**config.mk**
```make
export PLATFORM = sky130hd
export DESIGN_NAME = rgb2ycc_stream_ctrl
export DESIGN_NICKNAME = d
export VERILOG_FILES = /design/src/rtl/rgb2ycc_stream_ctrl.sv
export SDC_FILE = /design/constraint.sdc
export NUM_CORES = 1
export LEC_CHECK = 0
export BUFFER_PORTS_ARGS = -buffer_cell sky130_fd_sc_hd__buf_2
export CORE_MARGIN = 2
export CORE_UTILIZATION = 45
export CTS_BUF_LIST = sky130_fd_sc_hd__clkbuf_4
export CTS_CLUSTER_DIAMETER = 120
export CTS_CLUSTER_SIZE = 28
export DETAILED_ROUTE_END_ITERATION = 10
export GPL_TIMING_DRIVEN = 0
export PLACE_DENSITY = 0.68
export SLEW_MARGIN = 15
export SYNTH_ARGS = -nofsm -noshare
export SYNTH_HDL_FRONTEND = slang
export SYNTH_SLANG_ARGS = --single-unit
```
**constraint.sdc**
```tcl
create_clock -name clk -period 4.4 [get_ports clk]
set_input_delay 0.22 -clock clk [delete_from_list [all_inputs] [get_ports clk]]
set_output_delay 0.22 -clock clk [all_outputs]
set_load 0.02 [all_outputs]
```
**src/rtl/rgb2ycc_stream_ctrl.sv**
```systemverilog
// Ready/valid sequencer around a fixed-latency RGB->YCbCr converter with a credit-guarded output FIFO.
// Optional performance counters (stall_cnt, blk_cnt) are enabled by defining RGB2YCC_PERF_EN.
module rgb2ycc_stream_ctrl #(
    parameter int FIFO_DEPTH  = 4,
    parameter int CVT_LATENCY = 2,
    parameter int BLK_PIXELS  = 64
) (
    input  logic        clk,
    input  logic        rst_n,
    input  logic        in_valid,
    output logic        in_ready,
    input  logic [7:0]  in_r,
    input  logic [7:0]  in_g,
    input  logic [7:0]  in_b,
    output logic [7:0]  cvt_r,
    output logic [7:0]  cvt_g,
    output logic [7:0]  cvt_b,
    input  logic [29:0] cvt_out,
    output logic        out_valid,
    input  logic        out_ready,
    output logic [9:0]  out_y,
    output logic [9:0]  out_cb,
    output logic [9:0]  out_cr,
    output logic        out_last,
    output logic        busy
`ifdef RGB2YCC_PERF_EN
    ,
    output logic [31:0] stall_cnt,
    output logic [31:0] blk_cnt
`endif
);

    localparam int PW = (FIFO_DEPTH > 1) ? $clog2(FIFO_DEPTH) : 1;
    localparam int CW = $clog2(FIFO_DEPTH + CVT_LATENCY + 1) + 1;
    localparam int BW = (BLK_PIXELS > 1) ? $clog2(BLK_PIXELS) : 1;
    localparam int EW = 31;

    logic [CVT_LATENCY-1:0] vld_pipe;
    logic [CVT_LATENCY-1:0] last_pipe;
    logic [BW-1:0]          pix_cnt;
    logic [EW-1:0]          fifo_mem [FIFO_DEPTH];
    logic [PW-1:0]          wr_ptr;
    logic [PW-1:0]          rd_ptr;
    logic [CW-1:0]          fifo_count;
    logic [CW-1:0]          inflight;
    logic [EW-1:0]          hold_q;
    logic [EW-1:0]          head;
    logic [EW-1:0]          out_word;
    logic                   fire;
    logic                   pix_last;
    logic                   push;
    logic                   pop;

    function automatic logic [PW-1:0] ptr_inc(input logic [PW-1:0] p);
        return (p == PW'(FIFO_DEPTH - 1)) ? '0 : p + 1'b1;
    endfunction

    assign cvt_r = in_r;
    assign cvt_g = in_g;
    assign cvt_b = in_b;

    always_comb begin
        inflight = '0;
        for (int k = 0; k < CVT_LATENCY; k++) begin
            inflight = inflight + CW'(vld_pipe[k]);
        end
    end

    // Credits come only from registered state, so out_ready never reaches in_ready combinationally.
    assign in_ready  = (fifo_count + inflight) < CW'(FIFO_DEPTH);
    assign fire      = in_valid & in_ready;
    assign pix_last  = (pix_cnt == BW'(BLK_PIXELS - 1));
    assign push      = vld_pipe[CVT_LATENCY-1];
    assign out_valid = (fifo_count != '0);
    assign pop       = out_valid & out_ready;
    assign busy      = (inflight != '0) | out_valid;

    always_ff @(posedge clk or negedge rst_n) begin
        if (!rst_n) begin
            vld_pipe  <= '0;
            last_pipe <= '0;
        end else begin
            vld_pipe[0]  <= fire;
            last_pipe[0] <= fire & pix_last;
            for (int k = 1; k < CVT_LATENCY; k++) begin
                vld_pipe[k]  <= vld_pipe[k-1];
                last_pipe[k] <= last_pipe[k-1];
            end
        end
    end

    always_ff @(posedge clk or negedge rst_n) begin
        if (!rst_n) begin
            pix_cnt <= '0;
        end else if (fire) begin
            pix_cnt <= pix_last ? '0 : pix_cnt + 1'b1;
        end
    end

    always_ff @(posedge clk or negedge rst_n) begin
        if (!rst_n) begin
            wr_ptr     <= '0;
            rd_ptr     <= '0;
            fifo_count <= '0;
            hold_q     <= '0;
            for (int k = 0; k < FIFO_DEPTH; k++) begin
                fifo_mem[k] <= '0;
            end
        end else begin
            if (push) begin
                fifo_mem[wr_ptr] <= {last_pipe[CVT_LATENCY-1], cvt_out};
                wr_ptr           <= ptr_inc(wr_ptr);
            end
            if (pop) begin
                rd_ptr <= ptr_inc(rd_ptr);
                hold_q <= head;
            end
            case ({push, pop})
                2'b10:   fifo_count <= fifo_count + 1'b1;
                2'b01:   fifo_count <= fifo_count - 1'b1;
                default: fifo_count <= fifo_count;
            endcase
        end
    end

    // Once drained, outputs keep showing the most recently popped entry rather than a stale slot.
    assign head     = fifo_mem[rd_ptr];
    assign out_word = out_valid ? head : hold_q;
    assign out_last = out_word[30];
    assign out_y    = out_word[29:20];
    assign out_cb   = out_word[19:10];
    assign out_cr   = out_word[9:0];

    no_overflow_a: assert property (@(posedge clk) disable iff (!rst_n)
        !(push && (fifo_count == CW'(FIFO_DEPTH))));

`ifdef RGB2YCC_PERF_EN
    always_ff @(posedge clk or negedge rst_n) begin
        if (!rst_n) begin
            stall_cnt <= '0;
            blk_cnt   <= '0;
        end else begin
            if (in_valid && !in_ready && !(&stall_cnt)) begin
                stall_cnt <= stall_cnt + 1'b1;
            end
            if (pop && head[30] && !(&blk_cnt)) begin
                blk_cnt <= blk_cnt + 1'b1;
            end
        end
    end
`endif

endmodule

```
==> results by stage <==
Synthesis:
- The synthesis warning total is 0.
- After synthesis, flip-flops and latches occupy 54.2% of the total area.
- The netlist area before placement is 7990 µm².
- Synthesis instantiated 33 different standard cells from the library.
- Ranked by total cell area, the synthesized netlist is headed by dfrtp_1, mux2_2, mux4_2.
- The largest area contributor in the synthesized netlist is dfrtp_1.
- The post-synth net total is 654.
- The cell count after synthesis is 584.
- The share of the synthesized area in the top cell type is 54.2%.
- In this run, synthesis produced a sequential element count of 173.
- The per-instance average area after synthesis is 13.7 µm².

Floorplan:
- The initial cell density of the core is 46.1%.
- The placeable core region is 17400 µm².
- The initialized floorplan defines 48 standard-cell rows.
- The overall die area is 18800 µm².
- From left edge to right edge, the die measures 137 µm.
- 116 I/O pins were placed.
- The die outline height is 137 µm.

Power and ir drop:
- The power density over cell area is 755 nW/µm².
- For this design the static power due to leakage is 4.25 nW.
- The peak supply drop is 0.359 mV.

Global route:
- Summed over all layers, the global routing overflow is 0.
- The all-layer global routing usage is 18.5%.
- The largest net degree at the start of global routing is 112.
- The via count of the first global-routing pass was 5283.
- The global-route wire length before repair is 26400 µm.
- The number of antenna violations at the first check in global routing is 0.

Clock network:
- The clock tree synthesis step divided the H-tree into 4 levels.
- Post-CTS timing repair inserted 0 buffers for setup.
- The root buffer selected by CTS is clkbuf_4.
- The number of clock sinks is 173.
- The number of cells upsized or downsized after cts is 0.
- TritonCTS built the clock tree.
- In this run, CTS created clock tree buffers numbering 17.
- The worst-skew pair later-pin latency is 0.58 ns.
- The clock tree buffer depth is 2.
- Clock-pin slew was measured on the worst setup and hold paths at 0.14 ns.
- For this design, the CTS-stage hold fixing added 32 buffers.

Layout:
- The number of antenna cells inserted is 0.
- The final instance area is 9380 µm².
- Cells fill 54.0% of the core in the end.
- Of the cells placed in the final design, the portion with a size suffix greater than 1 is 47.2%.
- The number of nets in the layout is 797.
- The relative area change from synthesis to final layout is 17.3%.
- The number of fill cells is 1468.

STA:
- The final number of setup-violating endpoints is 0.
- Timing would allow up to 319 MHz.
- Setup repair after global routing left no endpoint under its margin.
- For the pin with the worst max-slew slack, the measured transition is 0.771 ns.
- The total count of max-transition violations in the final report is 0.
- The post-layout minimum cycle time is 3.13 ns.
- Summed over all failing endpoints, the final setup total negative slack is 0 ns.
- The remaining max-slew budget at the tightest pin is 48.6%.
- The worst-case hold slack is 0.146 ns.
- The final clock period utilization by the worst path is 71.2%.
- Clock skew on the completed layout was measured at 0.0159 ns.
- The number of hold violations in the final report is 0.

Route:
- The via count is 5076.
- The pre-antenna-repair detailed-routing pass consisted of 4 iterations.
- Using the TritonRoute via totals, the vias-per-cell ratio works out to 5.26.
- Dividing the detail-routed wire length by the instance count gives 17.1 µm.
- The remaining antenna violation count after routing is 0.
- The residual DRC count is 0.
- The total wire length after detailed routing is 16500 µm.
- The initial detailed-routing violation count is 285.

Critical path:
- The endpoint of the worst-slack reg-to-reg timing path is fifo_count[2].
- Of all nets on the critical path, the largest fanout is 10.
- The required arrival time at the worst endpoint is 4.86 ns.
- Setup slack on the worst reg-to-reg path comes out at 1.27 ns.
- The arrival time at the worst endpoint is 3.59 ns.
- The number of cell instances on the worst register-to-register path is 12.
- The startpoint identified for the worst register-to-register timing path is fifo_count[0].
- The origin of the worst setup path is fifo_count[0].
- The category of the worst setup path capture point is a register.
- The category of the worst setup path launch point is a register.
- The critical path is of the register to register type.
- In this run the worst setup path terminates at fifo_count[2].

Min path:
- The kind of path behind the tightest hold check is primary input to asynchronous set/reset pin.

Outcome:
- The flow ran to the end, and the final reports show no timing, DRC or antenna violations.

Placement:
- The placed instances occupy a cell area of 8770 µm².
- The HPWL after detailed placement is 11400 µm.
- The number of port buffers is 91.
- The congestion estimate from routability-driven global placement came to 0.725.

Flow run:
- The count of maximum capacitance violations is 0.
[state kept, by name, summed over array words and instances, names as in the netlist]
signal,cells
fifo_mem,124
hold_q,31
pix_cnt,6
fifo_count,4
last_pipe,2
rd_ptr,2
vld_pipe,2
wr_ptr,2
[cells in the mapped netlist]
cell type    n
o31ai_1      1
nor4_4       1
clkbuf_1    16
mux4_2      31
nand2b_1     1
a21o_1       1
nor2_1       3
inv_2        1
o32a_1       1
ha_1        12
xor2_1       5
nor3_1       1
o41ai_1      1
xnor2_1      2
o21ai_0      5
mux2_2     158
dfrtp_1    173
inv_1        8
nor3b_1      1
and4bb_2     1
a21oi_1      4
or2_2        1
buf_4       26
buf_6        2
a31oi_1      1
buf_1        5
nand2_2      1
o22ai_1      2
buf_2        5
or3_1        3
and3_1       2
nand3_1      5
nand2_1    104
[worst max-delay path: stages, from the launching register on]
cell,delay [ns]
dfrtp_1,0.50
nor4_4,0.56
inv_2,0.15
nand2_2,0.25
buf_2,0.32
inv_1,0.11
ha_1,0.26
xor2_1,0.17
ha_1,0.19
a21oi_1,0.15
xor2_1,0.16
nor2_1,0.06
xor2_1,0.14
[routing by layer]
layer  vias to the layer above  global-route usage [%]  share of wire, %
met5                         -                       0                 0
met4                         0                    6.70               1.9
met3                        30                    3.79               4.1
met2                       122                    32.8                51
met1                      2604                    22.2                43
li1                       2320                       -                 -
[cells in the final DEF, fill, tap and decap left out, types with 2 or more instances in the layout]
master         netlist  layout
nand3_1              5       5
buf_1                5       5
buf_2                5      95
clkinv_2             0       4
or3_1                3       3
o22ai_1              2       2
xor2_1               5       5
nor2_1               3       3
dfrtp_1            173     173
buf_6                2       2
xnor2_1              2       2
clkinv_1             0       2
and3_1               2       2
mux2_2             158     158
buf_4               26      26
nand2_1            104     104
inv_1                8       8
dlygate4sd3_1        0      32
bufinv_16            0       3
clkbuf_4             0      19
ha_1                12      12
clkinvlp_4           0       3
o21ai_0              5       5
a21oi_1              4       4
mux4_2              31      31
clkbuf_1            16      16
[area by class of cell]
cell class                 instances  area (µm²)  area share, %
sequential                       173        4330           46.2
multi-input combinational        348        3310           35.3
timing repair buffer             124         813           8.67
buffer                            54         322           3.43
tap                              225         282           3.00
clock inverter                    13         149           1.59
clock buffer                      19         143           1.52
inverter                           9        33.8          0.360
[metrics by stage]
stage | total power, mW | cells | worst slack [ns]
after floorplan | 5.25 | 584 | 1.87
after global placement | 6.00 | 900 | 0.638
after detailed placement | 6.21 | 901 | 1.25
after CTS | 7.17 | 965 | 1.21
after global routing | 7.58 | 965 | 1.07
final | 7.08 | 965 | 1.27
[report_power, final]
group,leakage [nW],internal (mW),switching [mW]
clock network,0.153,0.399,0.533
logic,2.06,1.70,1.64
registers,2.04,2.38,0.432
total,4.25,4.47,2.61
[how the worst min path moves through the flow]
stage	to	slack [ns]	cells past startpoint
6_report	fifo_mem[9]	0.15	2
5_1_grt	fifo_mem[102]	0.16	2
4_1_cts	fifo_mem[102]	0.14	2
3_5_place_dp	fifo_mem[102]	0.20	1
3_3_place_gp	last_pipe[1]	0.35	0
2_1_floorplan	fifo_count[0]	-0.08	0
[cell families (layout without fill, tap and decap cells)]
| logic type | Yosys count | count (layout) | share of synthesized area, % |
|---|---|---|---|
| adder cells (fa/ha/maj) | 12 | 12 | 1.88 |
| buffers and inverters | 63 | 219 | 4.45 |
| XOR/XNOR | 7 | 7 | 0.767 |
| multiplexers | 189 | 189 | 31.0 |
| flip-flops | 173 | 173 | 54.2 |
| AO/OA/AOI/OAI | 16 | 16 | 1.22 |
| AND/OR/NAND/NOR | 124 | 124 | 6.54 |
Note: power is estimated with default switching activity, not from simulation.
